**config.mk**
```make
export PLATFORM = sky130hd
export DESIGN_NAME = action_capture
export DESIGN_NICKNAME = d
export VERILOG_FILES = /design/src/rtl/action_capture.sv
export SDC_FILE = /design/constraint.sdc
export NUM_CORES = 1
export LEC_CHECK = 0
export CAP_MARGIN = 20
export CORE_MARGIN = 2
export CORE_UTILIZATION = 30
export CTS_CLUSTER_DIAMETER = 200
export CTS_CLUSTER_SIZE = 14
export DETAILED_ROUTE_END_ITERATION = 8
export GPL_ROUTABILITY_DRIVEN = 0
export HOLD_SLACK_MARGIN = 0.03
export PLACE_DENSITY_LB_ADDON = 0.1
export SLEW_MARGIN = 20
export SYNTH_ARGS = -nofsm -noshare
export SYNTH_HDL_FRONTEND = slang
export SYNTH_SLANG_ARGS = --single-unit
```
**constraint.sdc**
```tcl
create_clock -name clk -period 3.7 [get_ports clk]
set_input_delay 0.74 -clock clk [delete_from_list [all_inputs] [get_ports clk]]
set_output_delay 0.74 -clock clk [all_outputs]
set_load 0.01 [all_outputs]
```
**src/rtl/action_capture.sv**
```systemverilog
// Two-player input stage: synchronizes raw buttons, detects rising edges, holds one
// pending action per player and issues it as a one-hot pulse on each game tick.
module action_capture #(
  parameter int TICK_DIV       = 4,
  parameter int COOLDOWN_TICKS = 1
) (
  input  logic clk,
  input  logic reset,
  input  logic en,
  input  logic btn_punch1,
  input  logic btn_kick1,
  input  logic btn_wait1,
  input  logic btn_jump1,
  input  logic btn_left1,
  input  logic btn_right1,
  input  logic btn_punch2,
  input  logic btn_kick2,
  input  logic btn_wait2,
  input  logic btn_jump2,
  input  logic btn_left2,
  input  logic btn_right2,
  output logic punch1,
  output logic kick1,
  output logic wait1,
  output logic jump1,
  output logic left1,
  output logic right1,
  output logic punch2,
  output logic kick2,
  output logic wait2,
  output logic jump2,
  output logic left2,
  output logic right2,
  output logic tick
);

  localparam int CNT_W = (TICK_DIV < 2) ? 1 : $clog2(TICK_DIV);
  localparam int CD_W  = (COOLDOWN_TICKS < 2) ? 1 : $clog2(COOLDOWN_TICKS + 1);

  // Action bit order: 0 punch, 1 kick, 2 wait, 3 jump, 4 left, 5 right.
  localparam logic [5:0] ATTACK_MASK = 6'b000011;

  function automatic logic [5:0] pick_action(input logic [5:0] e);
    logic [5:0] r;
    r = 6'b000000;
    if      (e[0]) r = 6'b000001;
    else if (e[1]) r = 6'b000010;
    else if (e[3]) r = 6'b001000;
    else if (e[4]) r = 6'b010000;
    else if (e[5]) r = 6'b100000;
    else if (e[2]) r = 6'b000100;
    return r;
  endfunction

  logic [CNT_W-1:0] cnt;
  logic             tick_now;
  logic [5:0]       raw     [2];
  logic [5:0]       act_all [2];

  assign raw[0] = {btn_right1, btn_left1, btn_jump1, btn_wait1, btn_kick1, btn_punch1};
  assign raw[1] = {btn_right2, btn_left2, btn_jump2, btn_wait2, btn_kick2, btn_punch2};

  assign tick_now = en && (cnt == CNT_W'(TICK_DIV - 1));

  always_ff @(posedge clk) begin
    if (reset) begin
      cnt  <= '0;
      tick <= 1'b0;
    end else if (en) begin
      tick <= tick_now;
      cnt  <= tick_now ? '0 : cnt + 1'b1;
    end else begin
      tick <= 1'b0;
    end
  end

  for (genvar p = 0; p < 2; p++) begin : g_player
    logic [5:0]      sync_p0, sync_p1, hist_p2;
    logic [5:0]      edges, cand, pend, act;
    logic [CD_W-1:0] cd;

    assign edges = sync_p1 & ~hist_p2;

    // Attack edges under cooldown are dropped before priority so they never mask movement.
    always_comb begin
      cand = pick_action((cd != '0) ? (edges & ~ATTACK_MASK) : edges);
    end

    always_ff @(posedge clk) begin
      if (reset) begin
        sync_p0 <= '0;
        sync_p1 <= '0;
        hist_p2 <= '0;
        pend    <= '0;
        act     <= '0;
        cd      <= '0;
      end else begin
        // stage p0 -> p1 -> p2: two-flop synchronizer then edge history
        sync_p0 <= raw[p];
        sync_p1 <= sync_p0;
        hist_p2 <= sync_p1;
        if (!en) begin
          act <= '0;
        end else if (tick_now) begin
          act  <= pend;
          pend <= cand;
          if ((pend & ATTACK_MASK) != '0) cd <= CD_W'(COOLDOWN_TICKS);
          else if (cd != '0)              cd <= cd - 1'b1;
        end else begin
          act <= '0;
          if (pend == '0) pend <= cand;
        end
      end
    end

    assign act_all[p] = act;
  end

  assign punch1 = act_all[0][0];
  assign kick1  = act_all[0][1];
  assign wait1  = act_all[0][2];
  assign jump1  = act_all[0][3];
  assign left1  = act_all[0][4];
  assign right1 = act_all[0][5];
  assign punch2 = act_all[1][0];
  assign kick2  = act_all[1][1];
  assign wait2  = act_all[1][2];
  assign jump2  = act_all[1][3];
  assign left2  = act_all[1][4];
  assign right2 = act_all[1][5];

endmodule

```
Word level (Yosys, flattened, before mapping). Cells that the tools add are included.

Add/sub/neg operators: 3. $mul: 0. Divide/modulo/power cells: 0. Magnitude comparators: 0. Equality and inequality tests: 1. Shifts and indexed selects: 0. Multiplexer cells: 23. Bitwise operators: 6. Reductions and logical operators: 12.

Operators by type and width (number): $mux W6 (14); $and A6 B6 Y6 (2); $logic_not A6 Y1 (2); $not A6 Y6 (2); $reduce_bool A6 Y1 (2); $mux W2 (3); $mux W3 (2); $reduce_and A2 Y1 (3); $mux W1 (4); $reduce_bool A2 Y1 (2); $reduce_or A3 Y1 (1); $add A2 B1 Y2 const B (1); $eq A2 B2 Y1 const B (1); $not A1 Y1 (2); $reduce_or A2 Y1 (1); $sub A1 B1 Y1 const B (2); $logic_and A1 B1 Y1 (1).

Bits in registers: 65. Latch bits: 0. Memory bits (writable): 0. ROM bits: 0. Output and inout bits: 13. Memories kept: 0.

Logic depth before layout (Yosys ltp).
Depth after elaboration: 10. Gate-level depth with buffers: 6.

Worst setup path after synthesis. OpenSTA, ideal clock, no wires.

Path type: in2reg. Start: input en. End: register g_player[1].pend[1]. Setup time: 0.071 ns. Data arrival time: 1.760 ns. Required time: 3.629 ns. Slack: 1.870 ns. Cell stages on the path: 4. Path buffers: 0. Cells stage by stage: nor4b_4 -> a31oi_4 -> or4b_1 -> a21oi_1.

Longest elaborated chain between the ends: 3.

RTL lines: from (decl) (line 9) `input logic en,`; $logic_and A1 B1 Y1 (line 63) `assign tick_now = en && (cnt == CNT_W'(TICK_DIV - 1));`; $reduce_bool A2 Y1 (no source line); $reduce_and A2 Y1 (no source line); to (signal assigned) (line 106) `pend <= cand;`; to (signal assigned) (line 111) `if (pend == '0) pend <= cand;`; to (decl) (line 79) `logic [5:0] edges, cand, pend, act;`.

Several ways; a longest one is shown, not always the timed one. A chain may end at the register's enable or synchronous reset.

Worst setup path after layout. Same ends and word-level chain as after synthesis.

==> impl_metrics.tcl <==
set metrics [dict create \
    min_path_cells 1 \
    top_usage_layer "met2" \
    placed_cell_area_um2 2430 \
    antenna_found_initial 0 \
    ys_types 32 \
    finalCriticalPeriod_ns 2.25 \
    reg2reg_to "g_player[1].pend[1]" \
    slew_violations 0 \
    use_met1_pct 11.9 \
    whs_endpoint "g_player[0].pend[2]" \
    worst_ep_arrival_time_ns 2.52 \
    ir_drop_v 0.000184 \
    wire_per_inst_um 10.4 \
    place_ws_ns 1.08 \
    dr.pass1.iters 4 \
    hp-start "g_player[0].hist_p2[2]" \
    hold_buffers 0 \
    critical_path_class "input pin to flop" \
    drtIter0Drc 79 \
    via_per_inst 4.35 \
    die_y_um 87.4 \
    r2r_slack_ns 2.01 \
    cp.required_ns 3.97 \
    fmax_mhz 444 \
    path_clk_slew_ns 0.07 \
    cts_max_level 3 \
    grt_use_met3_pct 4.93 \
    worst_slack_ns 1.45 \
    p_int_uw 1090 \
    cts_sinks 65 \
    tritoncts "done" \
    seq_power_share_pct 52.6 \
    finalHoldViolations 0 \
    syn2layout_area_growth_pct 26.2 \
    grt_pass1_wl_mm 5.51 \
    clk_path_buf_depth 2 \
    cp-end-kind "flop" \
    timing.rr.start "cnt[0]" \
    vias 1349 \
    yosys_warnings 0 \
    status "finished, final reports clean" \
    finalWirelength_mm 3.22 \
    cts-buffers-inserted 9 \
    cts-root-buf "clkbuf_8" \
    route.detailed.drc 0 \
    power_frac_clock_pct 42.0 \
    holdCritPathClass "flop to flop" \
    setup_viol 0 \
    fin_area_um2 2630 \
    pwr-share-comb_pct 5.4 \
    clk-insertion-delay-late_ns 0.34 \
    fin_nets 241 \
    post_cts_buffers 0 \
    drive_gt1_share_pct 9.57 \
    synth_nets 209 \
    reg2reg_depth 6 \
    path_max_fanout 9 \
    antennaDiodeCount 0 \
    worstSetupStartpointType "input pin" \
    num_io_pins 28 \
    syn_inst 193 \
    antenna_left 0 \
    power_density_nw_per_um2 528 \
    yosysSeqAreaShare_pct 62.4 \
    die_w_um 87.4 \
    netlist_area_um2 2080 \
    grt_usage_pct 9.79 \
    cts_resized 0 \
    io_buffers 27 \
    grt_pass1_vias 1200 \
    max-cap-violations 0 \
    grt-ovfl-total 0 \
    switchingPower_uw 301 \
    die-area_um2 7630 \
    fin_crit_sh_pct 60.9 \
    core_area_um2 6760 \
    tns_ns 0 \
    leakagePower_uw 0.00103 \
    dp_hpwl_mm 2.10 \
    initial_core_util_pct 30.9 \
    synth_seq_cells 65 \
    grt_use_met2_pct 13.4 \
    grt_start_max_net_pins 31 \
    tightestPinTransition_ns 0.452 \
    rows 30 \
    synth_area_per_cell_um2 10.8 \
    maxSlewHeadroom_pct 69.9 \
    rsz0062_at_grt "no" \
    swShare_pct 21.7 \
    clock_skew_ns 0.00763 \
]
==> per-stage QoR <==
step | util, % | hold WS (ns) | cells | power (uW)
after detailed placement | 36.0 | 0.404 | 294 | 823
after CTS | 38.9 | 0.414 | 310 | 1420
after floorplan | - | 0.396 | 193 | 795
final | 38.9 | 0.412 | 310 | 1390
after global routing | 38.9 | 0.439 | 310 | 1460
after global placement | 36.0 | 0.404 | 294 | 823
==> cells in the mapped netlist <==
library cell   n  area, um2
nor4_1         1       6.26
nand4_1        1       6.26
nor4b_4        1       23.8
a22o_1         1       8.76
a32o_1         3       30.0
dfxtp_1       65       1300
nand3_1        3       15.0
a31oi_4        1       21.3
and2_1         1       6.26
nor4b_1        1       8.76
and3_1        11       68.8
nor2_1        16       60.1
nor3b_1        1       7.51
a21o_1         1       7.51
inv_1          4       15.0
o41ai_1        1       8.76
a211oi_1       2       15.0
nor2b_1       39        244
buf_2          1       5.00
nor3_1         3       15.0
ha_1           1       12.5
nand2_1        7       26.3
a31o_2         1       8.76
o21ai_0        1       5.00
nor2_2         1       6.26
a21oi_1        6       30.0
or4b_1         1       10.0
o31ai_1        1       7.51
or3_1          1       6.26
nand2b_1       5       31.3
mux2i_1        4       40.0
clkbuf_1       7       26.3
==> worst max-delay path: stages <==
cell and delay [ns]:
clkdlybuf4s50_1 0.62, nor4b_4 0.33, a31oi_4 0.18, or4b_1 0.52, a21oi_1 0.14
==> metal layers <==
| layer | routed length (um) | vias up | part of all wire, % |
|---|---|---|---|
| met5 | 0 | - | 0 |
| met4 | 111 | 0 | 3.5 |
| met3 | 183 | 12 | 5.7 |
| met2 | 1290 | 29 | 40 |
| met1 | 1630 | 602 | 51 |
| li1 | - | 706 | - |
==> sequential cells by signal, summed over array words and instances (netlist names) <==
name	flops
g_player.act	12
tick	1
g_player.hist_p2	12
g_player.cd	2
cnt	2
g_player.pend	12
g_player.sync_p1	12
g_player.sync_p0	12
==> area by class of cell <==
type,count,area [um2]
fillers,674,4130
flip-flops and latches,65,1300
multi-input cells,116,737
repair buffers,29,280
clock buffers,11,141
well taps,80,100
clock inverters,5,55.1
inverters,4,15.0
==> placed cells by master (no fill, tap or decap), types with 2 or more instances in the layout <==
cell type        synthesis  layout
nand3_1                  3       3
dfxtp_1                 65      65
nand2b_1                 5       5
a21oi_1                  6       6
nor2_1                  16      16
nor2b_1                 39      39
mux2i_1                  4       4
clkbuf_8                 0      10
and3_1                  11      11
a32o_1                   3       3
clkinv_2                 0       2
a211oi_1                 2       2
buf_4                    0       2
nand2_1                  7       7
nor3_1                   3       3
clkinvlp_4               0       2
inv_1                    4       4
clkdlybuf4s50_1          0      26
==> power groups by stage <==
| stage | registers, uW | clock network [uW] | logic (uW) |
|---|---|---|---|
| 6_report | 730 | 584 | 75.1 |
| 5_1_grt | 733 | 638 | 85.7 |
| 4_1_cts | 730 | 610 | 77.0 |
| 3_5_place_dp | 746 | 0 | 76.6 |
| 3_3_place_gp | 746 | 0 | 76.7 |
| 2_1_floorplan | 744 | 0 | 51.4 |
==> worst max path at each step <==
| stage | start | to | slack (ns) | depth (start not counted) |
|---|---|---|---|---|
| global route | en | g_player[1].pend[1] | 1.39 | 5 |
| finish | en | g_player[1].pend[1] | 1.45 | 5 |
| global placement | en | g_player[1].pend[1] | 1.10 | 5 |
| floorplan | en | g_player[1].pend[1] | 1.87 | 4 |
| CTS | en | g_player[1].pend[1] | 1.44 | 5 |
| detailed placement | en | g_player[1].pend[1] | 1.08 | 5 |
==> kinds of logic (layout without fill, tap and decap cells) <==
group	count (synthesis)	in the layout	synth area share [%]
AND/OR/NAND/NOR	93	93	26.0
flip-flops	65	65	62.4
AO/OA/AOI/OAI	18	18	6.84
buffers and inverters	12	49	2.22
multiplexers	4	4	1.92
adder cells (fa/ha/maj)	1	1	0.600
(Power assumes the default switching activity.)
==> patch: new RTL, same settings <==
The parameter `TICK_DIV` goes from 4 to 2.
--- a/src/rtl/action_capture.sv
+++ b/src/rtl/action_capture.sv
@@ -3,3 +3,3 @@
 module action_capture #(
-  parameter int TICK_DIV       = 4,
+  parameter int TICK_DIV       = 2,
   parameter int COOLDOWN_TICKS = 1
Behaviour: not the same (Yosys sat finds a counterexample within 4 cycles, from zero or initial values and one cycle with reset high).
==> patch against the unedited design <==
- sequential power down 1%
- die area shrank 2.1%
- clock skew decreased by 0.56 ps
- design area shrank 1.1%
- highest routed layer unchanged
- global-route usage fell by 0.14 points
- wire length down 2.1%
- power increased by 4.9%
- sequential cell count fell by 1
- largest power group unchanged
- area after synthesis down 2.2%
- setup slack got worse by 130 ps
==> patch: results (changes against the unedited design) <==
- Crit-path max cell delay: 570 ps (-50 ps)
- WHS Endpoint: g_player[0].sync_p1[5]
- Largest net degree at the start of global routing: 34 (+9.7%)
- Post-synthesis sequential area ratio: 62.8% (+0.40 points)
- Vias in the first global route: 1204 (+0.33%)
- Placed cell area: 2380 µm² (-2.2%)
- Crit path launch: en
- Fillers: 676 (+0.30%)
- Crit Path Max Fanout: 19 (+10)
- Worst R2R Start: cnt
- Seq power: 722 µW (-1%)
- Final WS setup: 1320 ps (-127 ps)
- R2R setup slack: 1970 ps (-40 ps)
- Status: finished, final reports clean
- Pre-CTS setup slack: 979 ps (-101 ps)
- First-pass GRT wire length: 5330 µm (-3.1%)
- Total power: 1460 µW (+4.9%)
- Hold Crit Start: g_player[0].sync_p0[5]
- Routed WL: 3150 µm (-2.1%)
- Worst reg-to-reg path cell count: 4 (-2)
- Min Hold Slack: 435 ps (+23.1 ps)
- All-layer global routing usage: 9.65% (-0.14 points)
- Vias per inst: 4.31 (-0.97%)
- Synth cell count leaders: 64 x dfxtp_1, 40 x nor2b_1, 14 x nor2_1
- Drt wl/cell: 10.4 µm (-0.18%)
- Cts hold-fix bufs: 0 (unchanged)
- Mean Syn Cell Area: 10.8 µm² (about the same)
- Combinational power: 82.0 µW (+9.2%)
- Cells taking the most area after synthesis: dfxtp_1 63%, nor2b_1 12%, and3_1 3.4%
- Pleak: 0.00102 µW (-0.84%)
- Post-synthesis net count: 204 (-2.4%)
- Worst vdd ir: 0.000177 V (-3.8%)
- Net switching power: 292 µW (-3.0%)
- Inst Count DP: 289 (-1.7%)
## patch: logic make-up (layout without fill, tap and decap cells)
group	Yosys count	in the layout	share of synthesized area (%)
and+or+nand+nor	94	94	27.1
DFF	64	64	62.8
AOI/OAI and AO/OA	17	17	6.63
buffers and inverters	11	46	2.09
muxes	2	2	0.982
xor gates and xnor gates	1	1	0.430
## patch: final cells by class
class / count / area, µm² / share of cell area [%]
Clock buffer: 12 / 155 / 5.96
Clock inverter: 3 / 65.1 / 2.50
Inverter: 3 / 11.3 / 0.433
Multi-Input combinational cell: 114 / 716 / 27.5
Sequential cell: 64 / 1280 / 49.3
Tap cell: 80 / 100 / 3.85
Timing Repair Buffer: 28 / 273 / 10.5
## patch: routing by layer
layer / up-vias / GRT usage [%] / share of wire, %
met5: - / 0 / 0
met4: 0 / 8.10 / 3.5
met3: 10 / 4.10 / 6.0
met2: 32 / 13.4 / 40
met1: 583 / 11.4 / 50
li1: 685 / - / -
